==> src/rtl/lcd_bus_sched.sv <==
// lcd_bus_sched
//   Sequencer and arbiter for a character-LCD parallel bus. After reset it
//   waits PWRUP_WAIT cycles and replays a four-entry init ROM. It then shares
//   the bus round-robin between a command port and a data port. Each byte is
//   sent with programmable EN setup, high, hold and post-hold execution wait.
//
//   Ports
//     clk, rst_n            clock, asynchronous active-low reset
//     cmd_valid/cmd_data    command request (held until cmd_ready)
//     cmd_ready             one-cycle accept strobe, command port
//     dat_valid/dat_data    character request (held until dat_ready)
//     dat_ready             one-cycle accept strobe, data port
//     init_done             set once the init ROM has been sent
//     busy                  high in every state except IDLE
//     lcd_en/rs/rw/db/rst   registered LCD pins (rw is always 0)
module lcd_bus_sched #(
   parameter int unsigned EN_SETUP   = 2,
   parameter int unsigned EN_HIGH    = 4,
   parameter int unsigned EN_HOLD    = 2,
   parameter int unsigned EXEC_WAIT  = 50,
   parameter int unsigned CLR_WAIT   = 2000,
   parameter int unsigned PWRUP_WAIT = 1000
) (
   input  logic       clk,
   input  logic       rst_n,
   input  logic       cmd_valid,
   input  logic [7:0] cmd_data,
   output logic       cmd_ready,
   input  logic       dat_valid,
   input  logic [7:0] dat_data,
   output logic       dat_ready,
   output logic       init_done,
   output logic       busy,
   output logic       lcd_en,
   output logic       lcd_rs,
   output logic       lcd_rw,
   output logic [7:0] lcd_db,
   output logic       lcd_rst
);

   typedef enum logic [2:0] {
      S_PWRUP,
      S_INIT_LOAD,
      S_SETUP,
      S_EN_HI,
      S_HOLD,
      S_WAIT,
      S_IDLE
   } state_t;

   // Terminal count for each timed state (counter runs 0 .. N-1).
   localparam logic [15:0] PWRUP_LAST = 16'(PWRUP_WAIT - 1);
   localparam logic [15:0] SETUP_LAST = 16'(EN_SETUP - 1);
   localparam logic [15:0] HIGH_LAST  = 16'(EN_HIGH - 1);
   localparam logic [15:0] HOLD_LAST  = 16'(EN_HOLD - 1);
   localparam logic [15:0] EXEC_LAST  = 16'(EXEC_WAIT - 1);
   localparam logic [15:0] CLR_LAST   = 16'(CLR_WAIT - 1);

   state_t      state;
   logic [15:0] cnt;
   logic [1:0]  rom_idx;
   logic        last_dat;    // 1: the most recent grant went to the data port
   logic [7:0]  rom_byte;
   logic        grant_cmd;
   logic        grant_dat;
   logic        slow_cmd;
   logic [15:0] wait_last;

   always_comb begin
      rom_byte = 8'h38;
      case (rom_idx)
         2'd0: rom_byte = 8'h38;
         2'd1: rom_byte = 8'h0C;
         2'd2: rom_byte = 8'h01;
         2'd3: rom_byte = 8'h06;
         default: rom_byte = 8'h38;
      endcase
   end

   // Round-robin: with both ports requesting, the command port wins only if
   // the data port had the previous grant.
   always_comb begin
      grant_cmd = 1'b0;
      grant_dat = 1'b0;
      if (state == S_IDLE && init_done) begin
         if (cmd_valid && (!dat_valid || last_dat))
            grant_cmd = 1'b1;
         else if (dat_valid)
            grant_dat = 1'b1;
      end
   end

   assign cmd_ready = grant_cmd;
   assign dat_ready = grant_dat;

   // Clear and home need the long execution wait; the bus still holds the
   // byte being sent, so decode directly from the registered pins.
   assign slow_cmd  = !lcd_rs && (lcd_db == 8'h01 || lcd_db == 8'h02);
   assign wait_last = slow_cmd ? CLR_LAST : EXEC_LAST;

   always_ff @(posedge clk or negedge rst_n) begin
      if (!rst_n) begin
         state     <= S_PWRUP;
         cnt       <= '0;
         rom_idx   <= '0;
         last_dat  <= 1'b1;
         init_done <= 1'b0;
         busy      <= 1'b1;
         lcd_en    <= 1'b0;
         lcd_rs    <= 1'b0;
         lcd_rw    <= 1'b0;
         lcd_db    <= '0;
         lcd_rst   <= 1'b0;
      end else begin
         lcd_rst <= 1'b1;
         lcd_rw  <= 1'b0;
         case (state)
            S_PWRUP: begin
               if (cnt == PWRUP_LAST) begin
                  cnt   <= '0;
                  state <= S_INIT_LOAD;
               end else begin
                  cnt <= cnt + 16'd1;
               end
            end
            S_INIT_LOAD: begin
               lcd_db <= rom_byte;
               lcd_rs <= 1'b0;
               cnt    <= '0;
               state  <= S_SETUP;
            end
            S_SETUP: begin
               if (cnt == SETUP_LAST) begin
                  cnt    <= '0;
                  lcd_en <= 1'b1;
                  state  <= S_EN_HI;
               end else begin
                  cnt <= cnt + 16'd1;
               end
            end
            S_EN_HI: begin
               if (cnt == HIGH_LAST) begin
                  cnt    <= '0;
                  lcd_en <= 1'b0;
                  state  <= S_HOLD;
               end else begin
                  cnt <= cnt + 16'd1;
               end
            end
            S_HOLD: begin
               if (cnt == HOLD_LAST) begin
                  cnt   <= '0;
                  state <= S_WAIT;
               end else begin
                  cnt <= cnt + 16'd1;
               end
            end
            S_WAIT: begin
               if (cnt == wait_last) begin
                  cnt <= '0;
                  if (!init_done) begin
                     rom_idx <= rom_idx + 2'd1;
                     if (rom_idx == 2'd3) begin
                        init_done <= 1'b1;
                        busy      <= 1'b0;
                        state     <= S_IDLE;
                     end else begin
                        state <= S_INIT_LOAD;
                     end
                  end else begin
                     busy  <= 1'b0;
                     state <= S_IDLE;
                  end
               end else begin
                  cnt <= cnt + 16'd1;
               end
            end
            S_IDLE: begin
               cnt <= '0;
               if (grant_cmd) begin
                  lcd_db   <= cmd_data;
                  lcd_rs   <= 1'b0;
                  last_dat <= 1'b0;
                  busy     <= 1'b1;
                  state    <= S_SETUP;
               end else if (grant_dat) begin
                  lcd_db   <= dat_data;
                  lcd_rs   <= 1'b1;
                  last_dat <= 1'b1;
                  busy     <= 1'b1;
                  state    <= S_SETUP;
               end
            end
            default: begin
               cnt   <= '0;
               state <= S_PWRUP;
            end
         endcase
      end
   end

endmodule

==> config.mk <==
export PLATFORM = sky130hd
export DESIGN_NAME = lcd_bus_sched
export DESIGN_NICKNAME = d
export VERILOG_FILES = /design/src/rtl/lcd_bus_sched.sv
export SDC_FILE = /design/constraint.sdc
export NUM_CORES = 1
export LEC_CHECK = 0
export ABC_CLOCK_PERIOD_IN_PS = 2500
export CAP_MARGIN = 20
export CORE_MARGIN = 2
export CORE_UTILIZATION = 31
export DETAILED_ROUTE_END_ITERATION = 10
export PLACE_DENSITY = 0.61
export SLEW_MARGIN = 10
export SYNTH_ARGS = -nofsm -noshare
export SYNTH_HDL_FRONTEND = slang
export SYNTH_SLANG_ARGS = --single-unit
export TNS_END_PERCENT = 1
==> constraint.sdc <==
create_clock -name clk -period 2.5 [get_ports clk]
set_input_delay 0.75 -clock clk [delete_from_list [all_inputs] [get_ports clk]]
set_output_delay 0.75 -clock clk [all_outputs]
set_load 0.1 [all_outputs]
# Yosys cells after proc, flatten, opt, wreduce, memory -nomap -nowiden
# Cells that the tools add are included.
dict set report classes {
  addsub 2
  eq_ne 22
  mux 38
  bitwise 1
  reduce_logical 21
}
# operator n
set ops {}
lappend ops {{$mux 16} 4}
lappend ops {{$pmux 16 s4} 1}
lappend ops {{$pmux 8 s4} 1}
lappend ops {{$mux 3} 9}
lappend ops {{$pmux 3 s7} 1}
lappend ops {{$add 16x1->16 const B} 1}
lappend ops {{$eq 16x1->1 const B} 1}
lappend ops {{$eq 16x10->1 const B} 1}
lappend ops {{$eq 16x11->1} 1}
lappend ops {{$eq 16x2->1 const B} 1}
lappend ops {{$mux 8} 2}
lappend ops {{$pmux 8 s2} 1}
lappend ops {{$mux 1} 15}
lappend ops {{$mux 11} 1}
lappend ops {{$ne 2x2->1 const B} 5}
lappend ops {{$eq 3x3->1 const B} 3}
lappend ops {{$eq 8x1->1 const B} 1}
lappend ops {{$eq 8x2->1 const B} 1}
lappend ops {{$reduce_bool 2->1} 4}
lappend ops {{$eq 3x2->1 const B} 2}
lappend ops {{$ne 3x3->1 const B} 2}
lappend ops {{$pmux 1 s2} 3}
lappend ops {{$reduce_and 2->1} 3}
lappend ops {{$reduce_and 3->1} 2}
lappend ops {{13 further kinds} 18}
dict set report word_totals {
  reg_bits 35
  inputBits 20
  wordCells 94
}

# Logic depth before layout (Yosys ltp)
# Gate-level depths: netlist (run 1).
dict set report logic_depth {
  ltp_word 8
  mapped_depth 7
}

# Worst setup path before layout (run 1)
# Ideal clock, no wire load.
dict set report synth_timing {
  path_type {reg-to-output}
  start {register init_done}
  end {output dat_ready}
  arrival_ps 2900
  t_required_ps 1750
  path_slack_ps -1150
  path_stages_with_launch 4
  n_path_buf 1
  cell_sequence {dfrtp_1 -> clkbuf_1 -> nand3_1 -> a21oi_1}
}
dict set report synth_via {
  elab_chain_len 2
}
# element line_no
set synth_lines {}
lappend synth_lines {{from (decl)} 32} ;# output logic init_done,
lappend synth_lines {{from (signal assigned)} 107} ;# init_done <= 1'b0;
lappend synth_lines {{from (signal assigned)} 164} ;# init_done <= 1'b1;
lappend synth_lines {{$logic_and 1x1->1} 85} ;# if (state == S_IDLE && init_done) begin
lappend synth_lines {{$mux 1} 85}
lappend synth_lines {{to (decl)} 31} ;# output logic dat_ready,
# No other way between the ends.

# Worst setup path after layout (run 1)
dict set report layout_timing {
  start {register state[0]}
  end {output dat_ready}
}
dict set report layout_via {
  elab_chain_len 3
}
# element line_no
set layout_lines {}
lappend layout_lines {{from (decl)} 59} ;# state_t state;
lappend layout_lines {{from (signal assigned)} 103} ;# state <= S_PWRUP;
lappend layout_lines {{from (signal assigned)} 121} ;# state <= S_INIT_LOAD;
lappend layout_lines {{from (signal assigned)} 130} ;# state <= S_SETUP;
lappend layout_lines {{$eq 3x3->1} 85}
lappend layout_lines {{$logic_and 1x1->1} 85}
lappend layout_lines {{$mux 1} 85}
# No other way between the ends.

==> impl_metrics.tcl, run 1 <==
set metrics [dict create \
    grt_pass1_vias 1673 \
    grt_use_total 0.131 \
    ir_worst_vdd_mv 0.301 \
    synth_edf_count 0 \
    antenna_found_initial 0 \
    fp.dieW_um 86.6 \
    clk_path_buf_depth 2 \
    cts_hold_buffers 0 \
    finalHoldViolations 0 \
    crit_fanout 7 \
    routedWlPerCell_um 13.7 \
    clock_latency_ns 0.28 \
    drc_errors 0 \
    min_path_type "in -> async" \
    syn_inst 218 \
    grt-ovfl-total 0 \
    vias 1754 \
    n_fill_cell 673 \
    cts_made_buffers 5 \
    slew_violations 0 \
    dieArea_sq_mm 0.00750 \
    rows 30 \
    htree_levels 2 \
    critPathArrivalTime_ns 1.55 \
    syn_avg_cell_area_sq_um 9.71 \
    totalWireLength_um 4720 \
    fin_nets 289 \
    area_delta_synth_final_pct 27.3 \
    whs_ns 0.395 \
    final-setup-viol-count 0 \
    slowest_stage "and3b_1" \
    total_power_mw 1.02 \
    synthFlopType "dfrtp_1" \
    cts_tree "yes" \
    path_buf_inv 1 \
    crit_required_ns 1.75 \
    viasPerCell 5.10 \
    fin_setup_tns_ns 0 \
    crit_type "reg -> out" \
    maxCapViolCount 0 \
    synth-async-reset-ratio 1.00 \
    firstDrtPassIters 4 \
    critPathMaxStageDelay_ns 0.39 \
    endpoint_kind "primary output" \
    grt_max_degree 20 \
    synthDistinctLibCells 56 \
    layout-drive-gt1-share 0.277 \
    place_congestion 0.759 \
    ys_seq_elements 35 \
    cts.sinks 35 \
    skew_ns 0.00677 \
    powerDensity_mw_per_mm2 381 \
    rsz0062_at_grt "no" \
    startpoint_type "flip-flop" \
    antenna_cells 0 \
    die_y_um 86.6 \
    start_util 0.317 \
    drt-initial-drc-count 75 \
    leakage_nw 1.20 \
    synthesis.area_sq_mm 0.00212 \
    synth-seq-area-share 0.415 \
    core_area_sq_mm 0.00668 \
    critical_path.top_delay_family "simple AND/OR/NAND/NOR gates" \
    synthesis.nets 244 \
    cts-root-buf "clkbuf_8" \
    post-route-min-period_ns 2.30 \
    fin_crit_sh 0.920 \
    outcome "finished, final reports clean" \
    crit_chain "and3b_1 > nand3_2 > a21oi_4 > buf_12" \
    yosysWarnings 0 \
    dp_hpwl_um 3430 \
    clkTransAtPathRegs_ns 0.07 \
    grt_first_pass_wirelength_um 7870 \
    num_io_pins 36 \
    port_buffers 34 \
    fmax_mhz 435 \
    ant_nets 0 \
]
## worst reg2reg max path, delay by kind of cell (launching register included)
family | cells | cell delay [ns]
DFF | 1 | 0.41
muxes | 1 | 0.37
and+or+nand+nor | 4 | 1.25
## cells in the mapped netlist (4+ instances only)
| cell | count | area share |
|---|---|---|
| dfrtp_1 | 33 | 0.39 |
| nand2_1 | 20 | 0.035 |
| nor2_1 | 18 | 0.032 |
| a21oi_1 | 14 | 0.033 |
| a21oi_2 | 10 | 0.041 |
| nand3_1 | 10 | 0.024 |
| xor2_1 | 9 | 0.037 |
| xnor2_1 | 8 | 0.033 |
| ha_1 | 6 | 0.035 |
| nand4_1 | 6 | 0.018 |
| inv_1 | 5 | 0.0089 |
| a311oi_1 | 4 | 0.017 |
| clkbuf_1 | 4 | 0.0071 |
| nor3_1 | 4 | 0.0095 |
| or2_2 | 4 | 0.012 |
## metrics by stage
stage	utilization	instances	cell area [sq um]	worst slack, ns
after floorplan	-	218	2130	0.0563
after global placement	0.389	336	2600	0.0132
after detailed placement	0.389	336	2600	0.00285
after CTS	0.402	344	2690	0.000641
after global routing	0.403	344	2690	0.103
final	0.403	344	2690	0.200
## power breakdown
group          switching, mW  internal (mW)  leakage, nW
Sequential          0.000210          0.567        0.438
Clock                  0.200          0.194       0.0412
Combinational         0.0324         0.0306        0.722
## cell usage in the layout (no fill, tap or decap), types with 3 or more instances in the layout
cell	count
mux2_2	3
a21o_1	3
a21oi_1	13
o21ai_0	3
nor2_1	18
clkbuf_8	5
or2_2	4
xor2_1	9
xnor2_1	8
nand4_1	6
nor3_1	4
nand2_1	20
buf_4	27
ha_1	6
and3_1	3
inv_1	5
nand4b_1	3
a311oi_1	4
dfrtp_1	32
a21oi_2	10
nand3_1	9
clkdlybuf4s50_1	16
## final timing paths
path,cells past startpoint,slack (ns),to,from
worst max register to register,5,0.35,rom_idx[1]$_DFFE_PN0P_,cnt[12]$_DFF_PN0_
worst min register to register,2,0.51,lcd_db[2]$_DFFE_PN0P_,lcd_db[2]$_DFFE_PN0P_
max in group asynchronous,2,1.53,busy$_DFFE_PN1P_,rst_n
worst max-delay path,4,0.20,dat_ready,state[0]$_DFFE_PN0P_
min in group clk,2,0.51,lcd_db[2]$_DFFE_PN0P_,lcd_db[2]$_DFFE_PN0P_
worst min-delay path,1,0.39,lcd_db[1]$_DFFE_PN0P_,rst_n
## sequential cells by signal, indices dropped and copies added (netlist names)
signal / count
busy: 1
cnt: 16
init_done: 1
last_dat: 1
lcd_db: 8
lcd_en: 1
lcd_rs: 1
lcd_rst: 1
rom_idx: 2
state: 3
## logic make-up (layout without fill, tap and decap cells)
logic type,after synthesis,count (layout),synth area share
buf+inv,16,62,0.0384
compound gates,50,50,0.171
xor+xnor,17,17,0.0704
mux,4,4,0.0207
simple gates,88,88,0.245
other cells,2,2,0.00355
flops,35,35,0.415
fa+ha+maj,6,6,0.0355
## metal layers
layer  vias to the layer above  GRT usage  part of all wire
met2                        50      0.203              0.43
met4                         0     0.0384            0.0080
met3                         5     0.0314             0.059
met1                       821      0.182              0.50
li1                        878          -                 -
met5                         -          0                 0
## cell type report
| class | count | area (sq um) | share of cell area |
|---|---|---|---|
| clock buffers | 6 | 72.6 | 0.0270 |
| clock inverters | 2 | 12.5 | 0.00465 |
| inverters | 6 | 23.8 | 0.00883 |
| multi-input cells | 167 | 1170 | 0.435 |
| flip-flops and latches | 35 | 882 | 0.328 |
| well taps | 80 | 100 | 0.0372 |
| repair buffers | 48 | 429 | 0.159 |
## what timing repair did
action | in CTS | in global routing
endpoints found under the setup margin | 1 | 2
resized for setup | 1 | 2
hold endpoints to repair | 0 | 0
setup buffers | 0 | 0
pin swaps | 0 | 0
Note: power is estimated with default switching activity, not from simulation.
==> inputs of run 2 (changes only) <==
CTS_BUF_LIST = sky130_fd_sc_hd__clkbuf_2 sky130_fd_sc_hd__clkbuf_4 sky130_fd_sc_hd__clkbuf_8   (was unset)
CTS_CLUSTER_SIZE = 12   (was unset)
SKIP_LAST_GASP = 1   (was unset)
==> impl_metrics.tcl, run 2 (synthesized netlist as in run 1, its figures left out) <==
set metrics [dict create \
    worstReg2RegStart "cnt[12]$_DFF_PN0_" \
    crit_required_ns 1.75 \
    rsz0062_at_grt "no" \
    outcome "finished, final reports clean" \
    grt_max_degree 20 \
    crit_chain "and3b_1 > nand3_2 > a21oi_4 > buf_12" \
    start_util 0.317 \
    largest_register_ffs 16 \
    critPathArrivalTime_ns 1.55 \
    dp.cells 336 \
    antenna_found_initial 0 \
    critical_path.top_delay_family "simple AND/OR/NAND/NOR gates" \
    final_cells 344 \
    skew_ns 0.00681 \
    endpoint_kind "primary output" \
    clkTransAtPathRegs_ns 0.07 \
    n_fill_cell 677 \
    antenna_cells 0 \
    fin_util 0.404 \
    reg2reg_depth 5 \
    slowest_stage "and3b_1" \
    reg2reg_setup_slack_ns 0.35 \
    finalHoldViolations 0 \
    die_y_um 86.6 \
    largest_register "cnt" \
    mostFrequentLayoutCells "32 x dfrtp_1, 27 x buf_4, 20 x nand2_1" \
    crit_type "reg -> out" \
    fp.dieW_um 86.6 \
    area_delta_synth_final_pct 27.4 \
    startpoint_type "flip-flop" \
    p_int_mw 0.803 \
    powerDensity_mw_per_mm2 385 \
    worstSetupEndpoint "dat_ready" \
    leakage_nw 1.21 \
    path_buf_inv 1 \
    grt_pass1_vias 1664 \
    critPathLaunch "state[0]$_DFFE_PN0P_" \
    fin_nets 289 \
    viasPerCell 5.09 \
    fin_setup_tns_ns 0 \
    power_frac_comb 0.061 \
    post_cts_buffers 0 \
    port_buffers 34 \
    final_common_cell "dfrtp_1" \
    totalWireLength_um 4790 \
    power.share.clock 0.393 \
    ant_nets 0 \
    dieArea_sq_mm 0.00750 \
    htree_levels 2 \
    num_io_pins 36 \
    grt-ovfl-total 0 \
    drt-initial-drc-count 102 \
    cts_made_buffers 5 \
    clock_latency_ns 0.29 \
    grt_first_pass_wirelength_um 7940 \
    rows 30 \
    grt_use_total 0.133 \
    post-route-min-period_ns 2.30 \
    fmax_mhz 435 \
    clk_path_buf_depth 2 \
    cts-root-buf "clkbuf_8" \
    slew_violations 0 \
    routedWlPerCell_um 13.9 \
    ir_worst_vdd_mv 0.309 \
    vias 1751 \
    critPathMaxStageDelay_ns 0.39 \
    power.share.sequential 0.546 \
    place_congestion 0.759 \
    crit_cells 4 \
    cts_tree "yes" \
    firstDrtPassIters 4 \
    crit_fanout 7 \
    p_sw_frac 0.227 \
    maxCapViolCount 0 \
    reg_top3 "cnt (16), lcd_db (8), state (3)" \
    regToRegEndpoint "rom_idx[1]$_DFFE_PN0P_" \
    cts.sinks 35 \
    min_path_type "in -> async" \
    final-setup-viol-count 0 \
    power.switching_mw 0.236 \
    drc_errors 0 \
    core_area_sq_mm 0.00668 \
    dp_hpwl_um 3430 \
    layout-drive-gt1-share 0.280 \
    fin_crit_sh 0.921 \
]
run 2: cell type report:
class / instances / area, sq um / share of cell area
clock inverters: 2 / 12.5 / 0.00464
clock buffers: 6 / 76.3 / 0.0283
flip-flops and latches: 35 / 882 / 0.327
well taps: 80 / 100 / 0.0371
inverters: 6 / 23.8 / 0.00882
multi-input cells: 167 / 1170 / 0.435
repair buffers: 48 / 429 / 0.159
run 2: metrics by stage:
step	setup slack, ns	power [mW]	hold slack, ns	cell area, sq um
final	0.199	1.04	0.391	2700
after global routing	0.0975	1.09	0.404	2700
after CTS	0.000641	1.06	0.393	2690
after detailed placement	0.00285	0.642	0.494	2600
after global placement	0.0132	0.642	0.487	2600
after floorplan	0.0563	0.595	0.454	2130
run 2: power groups by stage:
stage	registers, mW	logic (mW)	clock network [mW]
after global placement	0.578	0.0644	0
final	0.567	0.0630	0.409
after floorplan	0.584	0.0105	0
after global routing	0.567	0.0684	0.457
after detailed placement	0.578	0.0640	0
after CTS	0.567	0.0643	0.424
run 2: repair_timing:
| item | CTS | global route |
|---|---|---|
| endpoints found under the setup margin | 1 | 2 |
| hold endpoints to repair | 0 | 0 |
| hold buffers | 0 | 0 |
| gates cloned | 0 | 0 |
| gates resized for setup | 1 | 2 |
run 2: per-layer routing:
metal / GRT usage / up-vias / wire, um
li1: - / 876 / -
met3: 0.0429 / 4 / 299
met2: 0.204 / 54 / 2080
met1: 0.184 / 817 / 2370
met4: 0.0256 / 0 / 31
met5: 0 / - / 0
run 2: how the worst min path moves through the flow:
stage                                       end  cells after the start                   from  slack [ns]
after floorplan                cnt[0]$_DFF_PN0_                      0                  rst_n        0.45
after global placement    lcd_db[2]$_DFFE_PN0P_                      2  lcd_db[2]$_DFFE_PN0P_        0.49
after detailed placement  lcd_db[2]$_DFFE_PN0P_                      2  lcd_db[2]$_DFFE_PN0P_        0.49
after CTS                 lcd_db[1]$_DFFE_PN0P_                      1                  rst_n        0.39
after global routing      lcd_db[1]$_DFFE_PN0P_                      1                  rst_n        0.40
final                     lcd_db[1]$_DFFE_PN0P_                      1                  rst_n        0.39
